File: src/rtl/window_stream_arbiter.sv
`timescale 1ns/1ps
`default_nettype none
// ============================================================================
// Module   : window_stream_arbiter
// Brief    : Packet-atomic round-robin merge of the per-level serialized
//            window streams into one tagged output stream. A level is granted
//            for exactly PKT_BEATS beats. Each output beat carries its source
//            level and a last-beat flag.
// Revision : 1.0 - initial release
// ============================================================================
module window_stream_arbiter #(
    parameter int BUS_WIDTH = 128,
    parameter int LEVELS    = 7,
    parameter int PKT_BEATS = 10,
    parameter int SRC_W     = 3,
    parameter int CNT_W     = 16
) (
    input  logic                        clk,
    input  logic                        rst_n,
    input  logic [LEVELS-1:0]           in_valid,
    input  logic [BUS_WIDTH*LEVELS-1:0] in_stream,
    output logic [LEVELS-1:0]           in_ready,
    output logic                        out_valid,
    output logic [BUS_WIDTH-1:0]        out_stream,
    output logic                        out_last,
    output logic [SRC_W-1:0]            out_src,
    input  logic                        out_ready,
    output logic [CNT_W-1:0]            pkt_count
);

    localparam int               c_beat_w    = (PKT_BEATS > 1) ? $clog2(PKT_BEATS) : 1;
    localparam logic [c_beat_w-1:0] c_last_beat = c_beat_w'(PKT_BEATS - 1);
    // Pointer starts at the highest level so the first search begins at level 0.
    localparam logic [SRC_W-1:0] c_ptr_rst   = SRC_W'(LEVELS - 1);

    typedef enum logic [0:0] {
        ST_IDLE  = 1'b0,
        ST_BURST = 1'b1
    } state_t;

    state_t                 r_state;
    state_t                 w_state_next;
    logic [SRC_W-1:0]       r_grant;
    logic [SRC_W-1:0]       r_ptr;
    logic [c_beat_w-1:0]    r_beat_cnt;
    logic                   r_out_valid;
    logic [BUS_WIDTH-1:0]   r_out_stream;
    logic                   r_out_last;
    logic [SRC_W-1:0]       r_out_src;
    logic [CNT_W-1:0]       r_pkt_count;

    logic                   w_req_found;
    logic [SRC_W-1:0]       w_req_sel;
    logic                   w_gnt_valid;
    logic [BUS_WIDTH-1:0]   w_gnt_data;
    logic                   w_can_load;
    logic                   w_accept;
    logic                   w_pkt_done;

    // The single output register may load when empty or being drained this cycle.
    assign w_can_load = !r_out_valid || out_ready;
    assign w_accept   = (r_state == ST_BURST) && w_gnt_valid && w_can_load;
    assign w_pkt_done = w_accept && (r_beat_cnt == c_last_beat);

    // Round-robin search: first requester above the pointer, else first from level 0.
    always_comb begin
        w_req_found = 1'b0;
        w_req_sel   = '0;
        for (int j = 0; j < LEVELS; j++) begin
            if (!w_req_found && in_valid[j] && (SRC_W'(j) > r_ptr)) begin
                w_req_found = 1'b1;
                w_req_sel   = SRC_W'(j);
            end
        end
        for (int j = 0; j < LEVELS; j++) begin
            if (!w_req_found && in_valid[j]) begin
                w_req_found = 1'b1;
                w_req_sel   = SRC_W'(j);
            end
        end
    end

    // Select the valid and data of the currently granted level.
    always_comb begin
        w_gnt_valid = 1'b0;
        w_gnt_data  = '0;
        for (int j = 0; j < LEVELS; j++) begin
            if (r_grant == SRC_W'(j)) begin
                w_gnt_valid = in_valid[j];
                w_gnt_data  = in_stream[j*BUS_WIDTH +: BUS_WIDTH];
            end
        end
    end

    // Only the granted level sees ready, and only while locked in a burst.
    always_comb begin
        in_ready = '0;
        if (r_state == ST_BURST) begin
            for (int j = 0; j < LEVELS; j++) begin
                in_ready[j] = w_can_load && (r_grant == SRC_W'(j));
            end
        end
    end

    // Next-state logic: arbitrate in IDLE, stay locked until the packet's last beat.
    always_comb begin
        w_state_next = r_state;
        case (r_state)
            ST_IDLE:  if (w_req_found) w_state_next = ST_BURST;
            ST_BURST: if (w_pkt_done)  w_state_next = ST_IDLE;
            default:  w_state_next = ST_IDLE;
        endcase
    end

    // State register.
    always_ff @(posedge clk or negedge rst_n) begin
        if (!rst_n) begin
            r_state <= ST_IDLE;
        end else begin
            r_state <= w_state_next;
        end
    end

    // Grant, round-robin pointer and beat counter.
    always_ff @(posedge clk or negedge rst_n) begin
        if (!rst_n) begin
            r_grant    <= '0;
            r_ptr      <= c_ptr_rst;
            r_beat_cnt <= '0;
        end else begin
            if ((r_state == ST_IDLE) && w_req_found) begin
                r_grant <= w_req_sel;
            end
            if (w_pkt_done) begin
                r_beat_cnt <= '0;
                r_ptr      <= r_grant;
            end else if (w_accept) begin
                r_beat_cnt <= r_beat_cnt + c_beat_w'(1);
            end
        end
    end

    // Output stage: load on accept, drop valid once drained with nothing new.
    always_ff @(posedge clk or negedge rst_n) begin
        if (!rst_n) begin
            r_out_valid  <= 1'b0;
            r_out_stream <= '0;
            r_out_last   <= 1'b0;
            r_out_src    <= '0;
        end else if (w_accept) begin
            r_out_valid  <= 1'b1;
            r_out_stream <= w_gnt_data;
            r_out_last   <= (r_beat_cnt == c_last_beat);
            r_out_src    <= r_grant;
        end else if (out_ready) begin
            r_out_valid  <= 1'b0;
        end
    end

    // Count packets as their last beat leaves on the output handshake.
    always_ff @(posedge clk or negedge rst_n) begin
        if (!rst_n) begin
            r_pkt_count <= '0;
        end else if (r_out_valid && out_ready && r_out_last) begin
            r_pkt_count <= r_pkt_count + CNT_W'(1);
        end
    end

    assign out_valid  = r_out_valid;
    assign out_stream = r_out_stream;
    assign out_last   = r_out_last;
    assign out_src    = r_out_src;
    assign pkt_count  = r_pkt_count;

endmodule
`default_nettype wire

File: config.mk
export PLATFORM = sky130hd
export DESIGN_NAME = window_stream_arbiter
export DESIGN_NICKNAME = d
export VERILOG_FILES = /design/src/rtl/window_stream_arbiter.sv
export SDC_FILE = /design/constraint.sdc
export NUM_CORES = 1
export LEC_CHECK = 0
export CAP_MARGIN = 20
export CORE_AREA = 2 2 409 411
export CTS_CLUSTER_DIAMETER = 150
export DETAILED_ROUTE_END_ITERATION = 12
export DIE_AREA = 0 0 411 413
export GPL_TIMING_DRIVEN = 1
export PLACE_DENSITY = 0.31
export SLEW_MARGIN = 20
export SYNTH_ARGS = -nofsm -noshare
export SYNTH_HDL_FRONTEND = slang
export SYNTH_SLANG_ARGS = --single-unit
export TNS_END_PERCENT = 30
File: constraint.sdc
create_clock -name clk -period 2.7 [get_ports clk]
set_input_delay 0.405 -clock clk [delete_from_list [all_inputs] [get_ports clk]]
set_output_delay 0.405 -clock clk [all_outputs]
set_load 0.01 [all_outputs]
==> results.yml <==
run_status:
  status: "completed"
power:
  clockPowerShare_pct: 8.7
  combPwrFrac_pct: 77.0
  p_seq_share_pct: 14.3
  ir_drop_v: 0.000487
  switching_share_pct: 48.8
  power.density_nw_per_um2: 990
  switchingPower_mw: 14.5
  design_power_total_mw: 29.7
  power.internal_mw: 15.2
  p_leak_nw: 10.9
synth:
  synthAdderAreaFrac_pct: 0.247
  synth_edf_count: 0
  ys_seq_area_share_pct: 26.4
  synth_area_sq_um: 15200
  synthSimpleGateAreaFrac_pct: 14.4
  syn-num-nets: 2673
  yosysTopAreaCell: "dfrtp_1"
  synth_top_area_share_pct: 26.1
  yosysUniqueCellTypes: 43
  async_reset_ff_share_pct: 100
  synthMuxAreaShare_pct: 28.2
  postSynthCellCount: 1764
  syn_avg_cell_area_sq_um: 8.60
  synth_ff_type: "dfrtp_1"
  ys_ff_latch: 160
  synth-compound-area-share_pct: 24.4
  synth.area.top_cells: "dfrtp_1 (26%), mux4_2 (19%), a21oi_1 (13%), mux2i_1 (8.6%), a22oi_1 (6.4%)"
  synth_top_family_by_area: "multiplexers"
  synth_xor_area_share_pct: 0.866
  ys.warnings.count: 0
critical_path:
  slowest_stage: "clkdlybuf4s50_1"
  cp_cell_sequence: "buf_12, buf_12, nand2b_1, nor2_1, clkdlybuf4s50_1"
  crit_path_frequent_cell: "buf_12"
  cp-start-kind: "flop"
  cp_slowest_stage_delay_ns: 0.55
  crit_type: "flop to output pin"
  cp.arrival_ns: 2.18
  cp_max_fo: 10
  endpoint_kind: "output pin"
  worstPathRequired_ns: 2.30
timing:
  drv_slew: 0
  tightest_slew_ns: 0.732
  setup_viol: 0
  fin_skew_ns: 0.0264
  finalCritPeriodShare_pct: 95.6
  relSlewSlack_pct: 50.6
  hold_violations: 0
  whs_ns: 0.436
  layout_min_cycle_time_ns: 2.58
  timing.setup.tns_ns: 0
  max_freq_mhz: 387
floorplanning:
  coreArea_sq_um: 166000
  fp-row-count: 150
  fp.dieH_microns: 413
  die_x_microns: 411
  ios: 1062
  initial_utilization_pct: 9.15
  dieArea_sq_um: 170000
clock_network:
  numCtsBuffers: 17
  htreeDepth: 4
  clock_latency_ns: 0.53
  clock_tree.buffer_depth: 2
  path_clk_slew_ns: 0.07
  cts_tree: "done"
  clock-root-buffer: "clkbuf_16"
  cts.sinks: 160
routing:
  ant_nets: 0
  vias: 18800
  routedWlPerCell_microns: 25.6
  via_per_inst: 3.74
  drtIter0Drc: 1047
  routed_wl_mm: 129
  drtPass1Iterations: 5
  drc: 0
finish:
  drive_gt1_share_pct: 11.3
  fin_nets: 3719
  fillers: 18700
  syn2layout_area_growth_pct: 97.5
placed_design:
  place.detailed.hpwl_mm: 109
  place.gp.congestion: 0.860
  io_buffers: 1061
grt:
  grt_pass1_vias: 19500
  grt_use_total_pct: 14.6
  grt_max_degree: 57
  overflow: 0
  antenna_found_initial: 51
  grt_pass1_wl_mm: 170
min_path:
  hp-class: "input pin to asynchronous set/reset pin"
flow_run:
  max_cap_violations: 0
-- layer usage --
layer  vias up  share of wire, %  GRT usage, %  wire length (microns)
met5         -              0.13             0                    166
met4        26               2.2          4.04                   2790
met3       143               6.1          3.82                   7870
met2       700                49          24.8                  63400
met1      9279                42          18.0                  54700
li1       8647                 -             -                      -
-- timing repair --
item / in CTS / in global routing
buffers inserted: 5 / 1
endpoints found under the hold margin: 42 / 0
hold buffers: 1 / 0
resized for setup: 3 / 4
setup endpoints to repair: 7 / 4
-- state kept, by name (all words and copies together) (netlist names) --
register	flops
out_valid	1
out_stream	128
r_grant	3
out_src	3
out_last	1
r_ptr	3
r_state	1
pkt_count	16
r_beat_cnt	4
-- synth_stat cells, drive strengths merged, types with 2 or more instances --
| cell | instances |
|---|---|
| a21o | 3 |
| a21oi | 391 |
| a22oi | 129 |
| a31oi | 2 |
| and3 | 3 |
| and4 | 2 |
| buf | 103 |
| clkbuf | 73 |
| dfrtp | 158 |
| dfstp | 2 |
| ha | 3 |
| inv | 6 |
| mux2 | 8 |
| mux2i | 131 |
| mux4 | 128 |
| nand2 | 152 |
| nand2b | 8 |
| nand3 | 9 |
| nand4 | 5 |
| nor2 | 149 |
| nor2b | 132 |
| nor3 | 4 |
| nor4 | 2 |
| o21ai | 132 |
| xnor2 | 13 |
| xor2 | 2 |
-- layout by cell type, fill, tap and decap left out, types with 4 or more instances in the layout --
cell type	Yosys	final
nand4_1	5	5
dfrtp_1	158	155
nor2b_1	132	130
xnor2_1	13	13
nor2_1	149	149
mux2i_1	131	131
inv_6	0	5
clkdlybuf4s50_1	0	1054
mux4_2	128	128
diode_2	0	6
nand3_1	9	9
inv_1	6	6
buf_4	9	98
a22oi_1	129	129
buf_12	0	43
nand2_1	152	152
clkbuf_16	0	17
a21oi_1	391	390
o21ai_0	131	131
nand2b_1	8	8
nor3_1	4	4
mux2_2	8	8
-- area by class of cell --
cell class                 count  area, sq um  share of cell area (%)
sequential                   160         4020                    13.4
timing repair buffer        1203        12200                    40.8
inverter                       6         22.5                  0.0751
clock inverter                13          129                   0.430
clock buffer                  18          429                    1.43
tap                         2204         2760                    9.20
multi-input combinational   1422        10400                    34.6
antenna                        6         15.0                  0.0501
-- worst paths after layout --
check                         startpoint        endpoint  slack, ns  cells after the start
max                           r_grant[1]     in_ready[5]       0.12                      5
max in group asynchronous          rst_n  out_stream[63]       1.47                      3
min in group clk           pkt_count[15]   pkt_count[15]       0.48                      1
min                                rst_n  out_stream[25]       0.44                      2
max reg2reg                   r_grant[1]   r_beat_cnt[3]       0.19                      9
min reg2reg                pkt_count[15]   pkt_count[15]       0.48                      1
-- stage by stage --
step	instance area (sq um)	instances	setup slack, ns	util, %
after detailed placement	29300	4988	-0.0371	17.7
after floorplan	15200	1764	0.696	-
after global routing	30000	5030	-0.00240	18.1
final	30000	5032	0.118	18.1
after CTS	29900	5025	0.00557	18.0
after global placement	29300	4988	-0.0338	17.7
-- critical path: cells and delay by family (launching register included) --
| kind | cells | cell delay (ns) |
|---|---|---|
| AND/OR/NAND/NOR | 2 | 0.26 |
| flip-flops | 1 | 0.52 |
| buffers and inverters | 3 | 0.85 |
-- kinds of logic (layout without fill, tap and decap cells) --
| family | Yosys count | in the layout |
|---|---|---|
| multiplexers | 267 | 267 |
| other | 0 | 6 |
| AO/OA/AOI/OAI | 666 | 666 |
| AND/OR/NAND/NOR | 471 | 471 |
| flip-flops | 160 | 160 |
| XOR/XNOR | 15 | 15 |
| adder cells (fa/ha/maj) | 3 | 3 |
| buffers and inverters | 182 | 1240 |
-- power groups by stage --
stage	logic (mW)	registers, mW	clock network [mW]
6_report	22.8	4.25	2.58
5_1_grt	24.9	4.43	2.83
4_1_cts	23.4	4.30	2.77
3_5_place_dp	23.2	4.41	0
3_3_place_gp	23.3	4.44	0
2_1_floorplan	11.6	4.52	0
Note: power is estimated with default switching activity, not from simulation.
